[src/rtl/gpi_debounce_pkg.sv]
// Shared defaults and helpers for the gpi_debounce input front end.
// The optional per-channel glitch counter is enabled by defining GPI_DEBOUNCE_GLITCH_CNT_EN.
package gpi_debounce_pkg;

    localparam int unsigned DEBOUNCE_CYCLES_DEF = 50000;
    localparam int unsigned SYNC_STAGES_DEF     = 2;
    localparam int unsigned GLITCH_CNT_W        = 8;

    typedef logic [GLITCH_CNT_W-1:0] glitch_cnt_t;

    // Clear is applied first, so a clear coinciding with an abort yields 1; saturates at all-ones.
    function automatic glitch_cnt_t glitch_cnt_next(glitch_cnt_t cur, logic clr, logic inc);
        glitch_cnt_t base;
        base = clr ? '0 : cur;
        if (inc && (base != '1)) begin
            base = base + 1'b1;
        end
        return base;
    endfunction

endpackage

[src/rtl/gpi_debounce_ch.sv]
// Single channel: synchroniser, debounce counter, accepted level and registered edge pulses.
// With GPI_DEBOUNCE_GLITCH_CNT_EN defined, also counts aborted debounce attempts.
module gpi_debounce_ch
    import gpi_debounce_pkg::*;
#(
    parameter int unsigned SyncStages     = SYNC_STAGES_DEF,
    parameter int unsigned DebounceCycles = DEBOUNCE_CYCLES_DEF,
    parameter int unsigned CntWidth       = 16,
    parameter logic        ResetLevel     = 1'b0
) (
    input  logic                    clk_sys_i,
    input  logic                    rst_sys_ni,
    input  logic                    raw_i,
`ifdef GPI_DEBOUNCE_GLITCH_CNT_EN
    input  logic                    glitch_clr_i,
    output logic [GLITCH_CNT_W-1:0] glitch_cnt_o,
`endif
    output logic                    level_o,
    output logic                    rise_o,
    output logic                    fall_o
);

    localparam logic [CntWidth-1:0] CntLast = CntWidth'(DebounceCycles - 1);

    logic [SyncStages-1:0] sync_q, sync_d;
    logic [CntWidth-1:0]   cnt_q, cnt_d;
    logic                  level_q, level_d;
    logic                  rise_q, rise_d;
    logic                  fall_q, fall_d;
    logic                  sync_s;

    assign sync_s = sync_q[SyncStages-1];

    always_comb begin
        sync_d  = {sync_q[SyncStages-2:0], raw_i};
        cnt_d   = cnt_q;
        level_d = level_q;
        rise_d  = 1'b0;
        fall_d  = 1'b0;
        if (sync_s == level_q) begin
            cnt_d = '0;
        end else if (cnt_q == CntLast) begin
            cnt_d   = '0;
            level_d = sync_s;
            rise_d  = sync_s;
            fall_d  = ~sync_s;
        end else begin
            cnt_d = cnt_q + 1'b1;
        end
    end

    always_ff @(posedge clk_sys_i or negedge rst_sys_ni) begin
        if (!rst_sys_ni) begin
            sync_q  <= {SyncStages{ResetLevel}};
            cnt_q   <= '0;
            level_q <= ResetLevel;
            rise_q  <= 1'b0;
            fall_q  <= 1'b0;
        end else begin
            sync_q  <= sync_d;
            cnt_q   <= cnt_d;
            level_q <= level_d;
            rise_q  <= rise_d;
            fall_q  <= fall_d;
        end
    end

    assign level_o = level_q;
    assign rise_o  = rise_q;
    assign fall_o  = fall_q;

`ifdef GPI_DEBOUNCE_GLITCH_CNT_EN
    glitch_cnt_t glitch_q, glitch_d;
    logic        glitch_inc;

    // An attempt in progress that sees the input fall back to the accepted level.
    assign glitch_inc = (sync_s == level_q) && (cnt_q != '0);

    always_comb begin
        glitch_d = glitch_cnt_next(glitch_q, glitch_clr_i, glitch_inc);
    end

    always_ff @(posedge clk_sys_i or negedge rst_sys_ni) begin
        if (!rst_sys_ni) begin
            glitch_q <= '0;
        end else begin
            glitch_q <= glitch_d;
        end
    end

    assign glitch_cnt_o = glitch_q;
`endif

endmodule

[src/rtl/gpi_debounce.sv]
// Multi-channel debounced GPI front end with sticky event flags and an aggregated interrupt.
// Optional glitch counters are enabled by defining GPI_DEBOUNCE_GLITCH_CNT_EN.
module gpi_debounce
    import gpi_debounce_pkg::*;
#(
    parameter int unsigned      NumCh          = 8,
    parameter int unsigned      SyncStages     = SYNC_STAGES_DEF,
    parameter int unsigned      DebounceCycles = DEBOUNCE_CYCLES_DEF,
    parameter int unsigned      CntWidth       = 16,
    parameter logic [NumCh-1:0] ResetLevel     = '0
) (
    input  logic                          clk_sys_i,
    input  logic                          rst_sys_ni,
    input  logic [NumCh-1:0]              raw_i,
    output logic [NumCh-1:0]              level_o,
    output logic [NumCh-1:0]              rise_o,
    output logic [NumCh-1:0]              fall_o,
    input  logic [NumCh-1:0]              rise_en_i,
    input  logic [NumCh-1:0]              fall_en_i,
    output logic [NumCh-1:0]              pending_o,
    input  logic [NumCh-1:0]              pending_clr_i,
`ifdef GPI_DEBOUNCE_GLITCH_CNT_EN
    output logic [NumCh*GLITCH_CNT_W-1:0] glitch_cnt_o,
`endif
    output logic                          irq_o
);

    logic [NumCh-1:0] pending_q, pending_d;
    logic [NumCh-1:0] pending_set;

    for (genvar g = 0; g < NumCh; g++) begin : g_ch
        gpi_debounce_ch #(
            .SyncStages    (SyncStages),
            .DebounceCycles(DebounceCycles),
            .CntWidth      (CntWidth),
            .ResetLevel    (ResetLevel[g])
        ) u_ch (
            .clk_sys_i   (clk_sys_i),
            .rst_sys_ni  (rst_sys_ni),
            .raw_i       (raw_i[g]),
`ifdef GPI_DEBOUNCE_GLITCH_CNT_EN
            .glitch_clr_i(pending_clr_i[g]),
            .glitch_cnt_o(glitch_cnt_o[g*GLITCH_CNT_W +: GLITCH_CNT_W]),
`endif
            .level_o     (level_o[g]),
            .rise_o      (rise_o[g]),
            .fall_o      (fall_o[g])
        );
    end

    // Set is OR-ed after the clear so a coincident event is never lost.
    always_comb begin
        pending_set = (rise_o & rise_en_i) | (fall_o & fall_en_i);
        pending_d   = (pending_q & ~pending_clr_i) | pending_set;
    end

    always_ff @(posedge clk_sys_i or negedge rst_sys_ni) begin
        if (!rst_sys_ni) begin
            pending_q <= '0;
        end else begin
            pending_q <= pending_d;
        end
    end

    assign pending_o = pending_q;
    assign irq_o     = |pending_q;

endmodule
[config.mk]
export PLATFORM = sky130hd
export DESIGN_NAME = gpi_debounce
export DESIGN_NICKNAME = d
export VERILOG_FILES = /design/src/rtl/gpi_debounce_pkg.sv /design/src/rtl/gpi_debounce_ch.sv /design/src/rtl/gpi_debounce.sv
export SDC_FILE = /design/constraint.sdc
export NUM_CORES = 1
export LEC_CHECK = 0
export CAP_MARGIN = 20
export CORE_MARGIN = 2
export CORE_UTILIZATION = 40
export DETAILED_ROUTE_END_ITERATION = 7
export PLACE_DENSITY = 0.55
export SYNTH_ARGS = -nofsm -noshare
export SYNTH_HDL_FRONTEND = slang
export SYNTH_SLANG_ARGS = --single-unit
[constraint.sdc]
create_clock -name clk_sys_i -period 2.3 [get_ports clk_sys_i]
set_input_delay 0.345 -clock clk_sys_i [delete_from_list [all_inputs] [get_ports clk_sys_i]]
set_output_delay 0.345 -clock clk_sys_i [all_outputs]
set_load 0.01 [all_outputs]
* After elaboration in Yosys (flattened, before gate mapping) *
Index checks and enable logic that the tools add are counted.

operators by class
  $add $sub $neg = 8
  eq/ne operators = 16
  multiplexer cells = 48
  bitwise gates (word level) = 22
  reductions and logical operators = 9

operators with widths
  kind                     number
  $mux W16                 16
  $add A16 B1 Y16 const B  8
  $eq A16 B16 Y1 const B   8
  $mux W1                  32
  $and A8 B8 Y8            3
  $not A1 Y1               16
  $or A8 B8 Y8             2
  $reduce_and A2 Y1        8
  $eq A1 B1 Y1             8
  $not A8 Y8               1
  $reduce_or A8 Y1         1

storage, ports and cells
  flip-flop bits (word level) = 176
  input bits = 34

* Depth between registers and ports, before layout *
  word-level depth = 3
  depth in mapped cells = 6
  gate-level depth less buffers = 5

* Modules after synthesis *
Synthesis repeated with hierarchy kept, for this count alone.

second synthesis, totals
  cells, all modules = 754
  area total of the unflattened synthesis = 8231.6 sq um

by module, submodules not included
  module           times used  cells an instance  area each (sq um)  sequential area each (sq um)
  gpi_debounce_ch  8           90                 984.7              525.5
  gpi_debounce     1           34                 354.1              200.2

* Worst setup path after synthesis *
Ideal clock, no wire load.

  path type = register to register
  start = register g_ch[1].u_ch.cnt_q[11]
  end = register g_ch[1].u_ch.level_q
  library setup time = 0.125 ns
  data arrival time = 1.634 ns
  data required time = 2.175 ns
  setup slack = 0.541 ns
  stages on the path, launching flop included = 4
  buffers on the path = 0
  period minus slack after synthesis = 1.759 ns
  cells stage by stage = dfrtp_1 or3_1 or4_4 mux2_4

between the ends
  word-level cells in the longest chain between the ends = 2

RTL lines
  what                                line                   text
  start, declared                     gpi_debounce_ch.sv:26  logic [CntWidth-1:0] cnt_q, cnt_d;
  start signal, assigned              gpi_debounce_ch.sv:61  cnt_q <= cnt_d;
  $eq A16 B16 Y1                      gpi_debounce_ch.sv:42  end else if (cnt_q == CntLast) begin
  $reduce_and A2 Y1 (no source line)  n/a
  end signal, assigned                gpi_debounce_ch.sv:56  level_q <= ResetLevel;
  end signal, assigned                gpi_debounce_ch.sv:62  level_q <= level_d;
  end, declared                       gpi_debounce_ch.sv:27  logic level_q, level_d;

No other way between the ends.
A chain may end at the register's enable or synchronous reset.

* Worst setup path in the final report *
  start = register pending_q[4] (netlist: pending_o[4])
  end = output irq_o

between the ends
  word-level cells in the longest chain between the ends = 1

RTL lines
  what                    line                text
  start, declared         gpi_debounce.sv:28  logic [NumCh-1:0] pending_q, pending_d;
  start signal, assigned  gpi_debounce.sv:61  pending_q <= pending_d;
  $reduce_or A8 Y1        gpi_debounce.sv:66  assign irq_o = |pending_q;
  end, declared           gpi_debounce.sv:25  output logic irq_o

No other way between the ends.

==> results.py <==
metrics = {
    "die": {
        "die_w_um": 145.6,
        "initial_core_util": 0.4095,
        "ios": 67,
        "dieArea_mm2": 0.02121,
        "die_h_um": 145.6,
        "num_rows": 51,
        "core_mm2": 0.01959,
    },
    "detailed_routing": {
        "drt_wl_total_mm": 15.03,
        "routedWlPerCell_um": 13.73,
        "drc": 0,
        "vias_per_cell": 4.988,
        "vias": 5462,
        "drt_iter0_drc": 320,
        "drtAntennaViolNets": 0,
        "top_layer": "met4",
        "drt-met1-wl_mm": 7.219,
        "drtPass1Iterations": 4,
        "wl_met3_um": 496,
        "route.met2.wl_mm": 7.163,
    },
    "finish": {
        "syn_to_final_growth_pct": 19.03,
        "register_area_mm2": 0.004404,
        "final_nets": 859,
        "n_fill_cell": 1801,
        "multi_input_area_mm2": 0.003278,
        "diodes": 0,
        "drive_above_1_share": 0.07349,
        "fin_area_mm2": 0.009549,
    },
    "timing": {
        "clock_skew_ns": 0.007488,
        "max_freq_ghz": 0.4778,
        "tightestPinTransition_ns": 0.5082,
        "hold_viol": 0,
        "finalSetupViolCount": 0,
        "min_period_ns": 2.093,
        "slew_viol_final": 0,
        "fin_setup_tns_ns": 0,
        "grt_setup_unrepaired": "no",
        "fin_crit_sh": 0.9099,
        "relSlewSlack": 0.6604,
    },
    "min_path": {
        "worstHoldPathType": "reg2reg",
        "min_to": "g_ch[5].u_ch.sync_q[1]$_DFF_PN0_",
        "hold_depth": 0,
        "hold_start": "g_ch[5].u_ch.sync_q[0]$_DFF_PN0_",
    },
    "place": {
        "place_area_mm2": 0.008874,
        "numPortBuffers": 66,
        "place.gp.congestion": 0.8481,
        "dp_hpwl_mm": 10.48,
    },
    "clocking": {
        "h-tree-depth": 4,
        "cts_tree": "yes",
        "clkSinkCount": 176,
        "cts_buffer_depth": 2,
        "cts-root-buf": "clkbuf_16",
        "insertion_delay_ns": 0.42,
        "path_clk_slew_ns": 0.07,
        "numCtsBuffers": 17,
    },
    "outcome": {
        "outcome": "completed",
    },
    "synthesis": {
        "syn-num-nets": 798,
        "synth_area_mm2": 0.008023,
        "ys_warn_count": 0,
        "yosysUniqueCellTypes": 38,
        "seq_area_frac_synth": 0.5490,
        "synth_cells": 756,
        "avgSynthCellArea_um2": 10.61,
        "ys_ff_latch": 176,
    },
    "grt": {
        "antenna_found_initial": 0,
        "grt_max_degree": 57,
        "grt_pass1_wl_mm": 26.94,
        "first_global_vias": 5532,
        "grtUsageTotal": 0.1542,
        "grt-ovfl-total": 0,
    },
    "power": {
        "p_leak_nw": 3.844,
        "vdd_drop_max_mv": 0.4826,
        "power.density_mw_per_mm2": 693.7,
    },
    "worst_setup_path": {
        "cp-start-kind": "register",
        "r2r_cells": 5,
        "timing.rr.end": "g_ch[6].u_ch.cnt_q[4]$_DFF_PN0_",
        "rrSetupSlack_ns": 0.47,
        "worstPathRequired_ns": 1.96,
        "cp_max_fo": 3,
        "r2r-start": "g_ch[6].u_ch.cnt_q[0]$_DFF_PN0_",
        "arrival_ns": 1.75,
        "path_class": "reg2out",
        "endpoint_kind": "output pin",
    },
    "run": {
        "max_cap_viol_count": 0,
    },
}
==> sequential cells by signal (all words and copies together), names as in the netlist <==
name               cells
g_ch.u_ch.cnt_q      128
g_ch.u_ch.fall_o       8
g_ch.u_ch.level_o      8
g_ch.u_ch.rise_o       8
g_ch.u_ch.sync_q      16
pending_o              8
==> per-layer routing <==
metal | vias to the layer above | GRT usage
met2 | 74 | 0.2441
met4 | 0 | 0.05392
met5 | - | 0
met3 | 9 | 0.03417
met1 | 2679 | 0.2105
li1 | 2700 | -
==> synth_stat cells (all sizes together) <==
master     n  area [um^2]
nor3b     16        120.1
o41ai      2        32.53
nand3b     1        7.510
o31ai      2        15.01
or3        2        12.51
inv       28        105.1
a21oi      2        10.01
nor2     139        521.8
mux2       8        101.3
nand3     43        220.2
nor4bb     7        70.07
o21ai      8        40.04
and3      13        81.33
buf       28        212.7
nor4      31        193.9
xnor2     87        762.0
and4b      1        10.01
nand4     32        200.2
a22oi      8        60.06
and2       1        6.260
or2        3        18.77
clkbuf     6        22.52
dfrtp    176         4404
xor2      31        271.5
nand2     31        131.4
or4        6        60.05
ha         8        100.1
nand4bb    4        45.04
and4       4        35.03
nor4b      3        26.28
nor3      25        125.1
==> worst max-delay path by stage <==
| stage | startpoint | to | slack, ns | depth (start not counted) |
|---|---|---|---|---|
| floorplan | g_ch[1].u_ch.cnt_q[11]$_DFF_PN0_ | g_ch[1].u_ch.level_o$_DFFE_PN0P_ | 0.54 | 3 |
| global placement | g_ch[5].u_ch.cnt_q[12]$_DFF_PN0_ | g_ch[5].u_ch.level_o$_DFFE_PN0P_ | 0.43 | 4 |
| detailed placement | g_ch[5].u_ch.cnt_q[12]$_DFF_PN0_ | g_ch[5].u_ch.level_o$_DFFE_PN0P_ | 0.47 | 4 |
| CTS | pending_o[5]$_DFF_PN0_ | irq_o | 0.17 | 3 |
| global route | pending_o[1]$_DFF_PN0_ | irq_o | 0.12 | 3 |
| finish | pending_o[4]$_DFF_PN0_ | irq_o | 0.21 | 3 |
==> report_power, final <==
part | total (W) | switching, W | internal [W] | leakage [nW]
clock network | 0.00321 | 0.00117 | 0.00203 | 0.319
registers | 0.00319 | 0.0000457 | 0.00314 | 2.40
logic | 0.000230 | 0.000128 | 0.000102 | 1.12
==> what timing repair did <==
action,4_1_cts,5_1_grt
hold buffers,1,0
hold endpoints to repair,38,0
buffers inserted,0,0
gates resized for setup,0,0
==> metrics by stage <==
step	instances	hold WS [ns]	setup WS (ns)	total power, W	utilization
after floorplan	756	0.04941	0.5409	0.003322	-
after global placement	1062	0.2910	0.4297	0.003476	0.4530
after detailed placement	1062	0.2874	0.4732	0.003484	0.4530
after CTS	1095	0.3391	0.1652	0.006731	0.4875
after global routing	1095	0.3460	0.1228	0.006916	0.4875
final	1095	0.3472	0.2072	0.006625	0.4875
==> critical path, stage by stage, from the launching register on <==
cell and delay [ns]:
dfrtp_1 0.46, nor4_1 0.31, nand2_1 0.09, clkdlybuf4s50_1 0.48
==> cell usage in the layout, fill, tap and decap left out, types with 2 or more instances in the layout <==
cell,instances
and4_1,4
xnor2_1,87
nor3b_1,16
dfrtp_1,176
nor2_1,139
a22oi_1,8
bufinv_16,6
clkbuf_16,17
nand3_1,42
clkinvlp_4,3
o41ai_2,2
buf_12,2
or3_1,2
xor2_1,31
nor4_1,31
nand4_1,32
ha_1,8
o21ai_0,8
clkdlybuf4s50_1,65
or2_2,3
o31ai_1,2
nand2_1,29
a21oi_1,2
nand4bb_1,4
clkinv_2,4
mux2_2,4
or4_4,4
nor4b_1,3
nor3_1,25
nand2_4,2
nor4bb_1,7
buf_4,7
and3_1,13
inv_1,28
mux2_4,3
or4_1,2
==> logic make-up after synthesis <==
logic type      share of synthesized area
simple gates                       0.2350
flops                              0.5490
xor+xnor                           0.1288
buf+inv                           0.04242
compound gates                    0.01965
mux                               0.01263
fa+ha+maj                         0.01248
==> layout make-up <==
cell class	instances	area share
sequential	176	0.4612
timing repair buffer	76	0.08006
clock buffer	17	0.04455
clock inverter	15	0.02516
inverter	28	0.01101
multi-input combinational	518	0.3433
tap	265	0.03472
(Power assumes the default switching activity.)
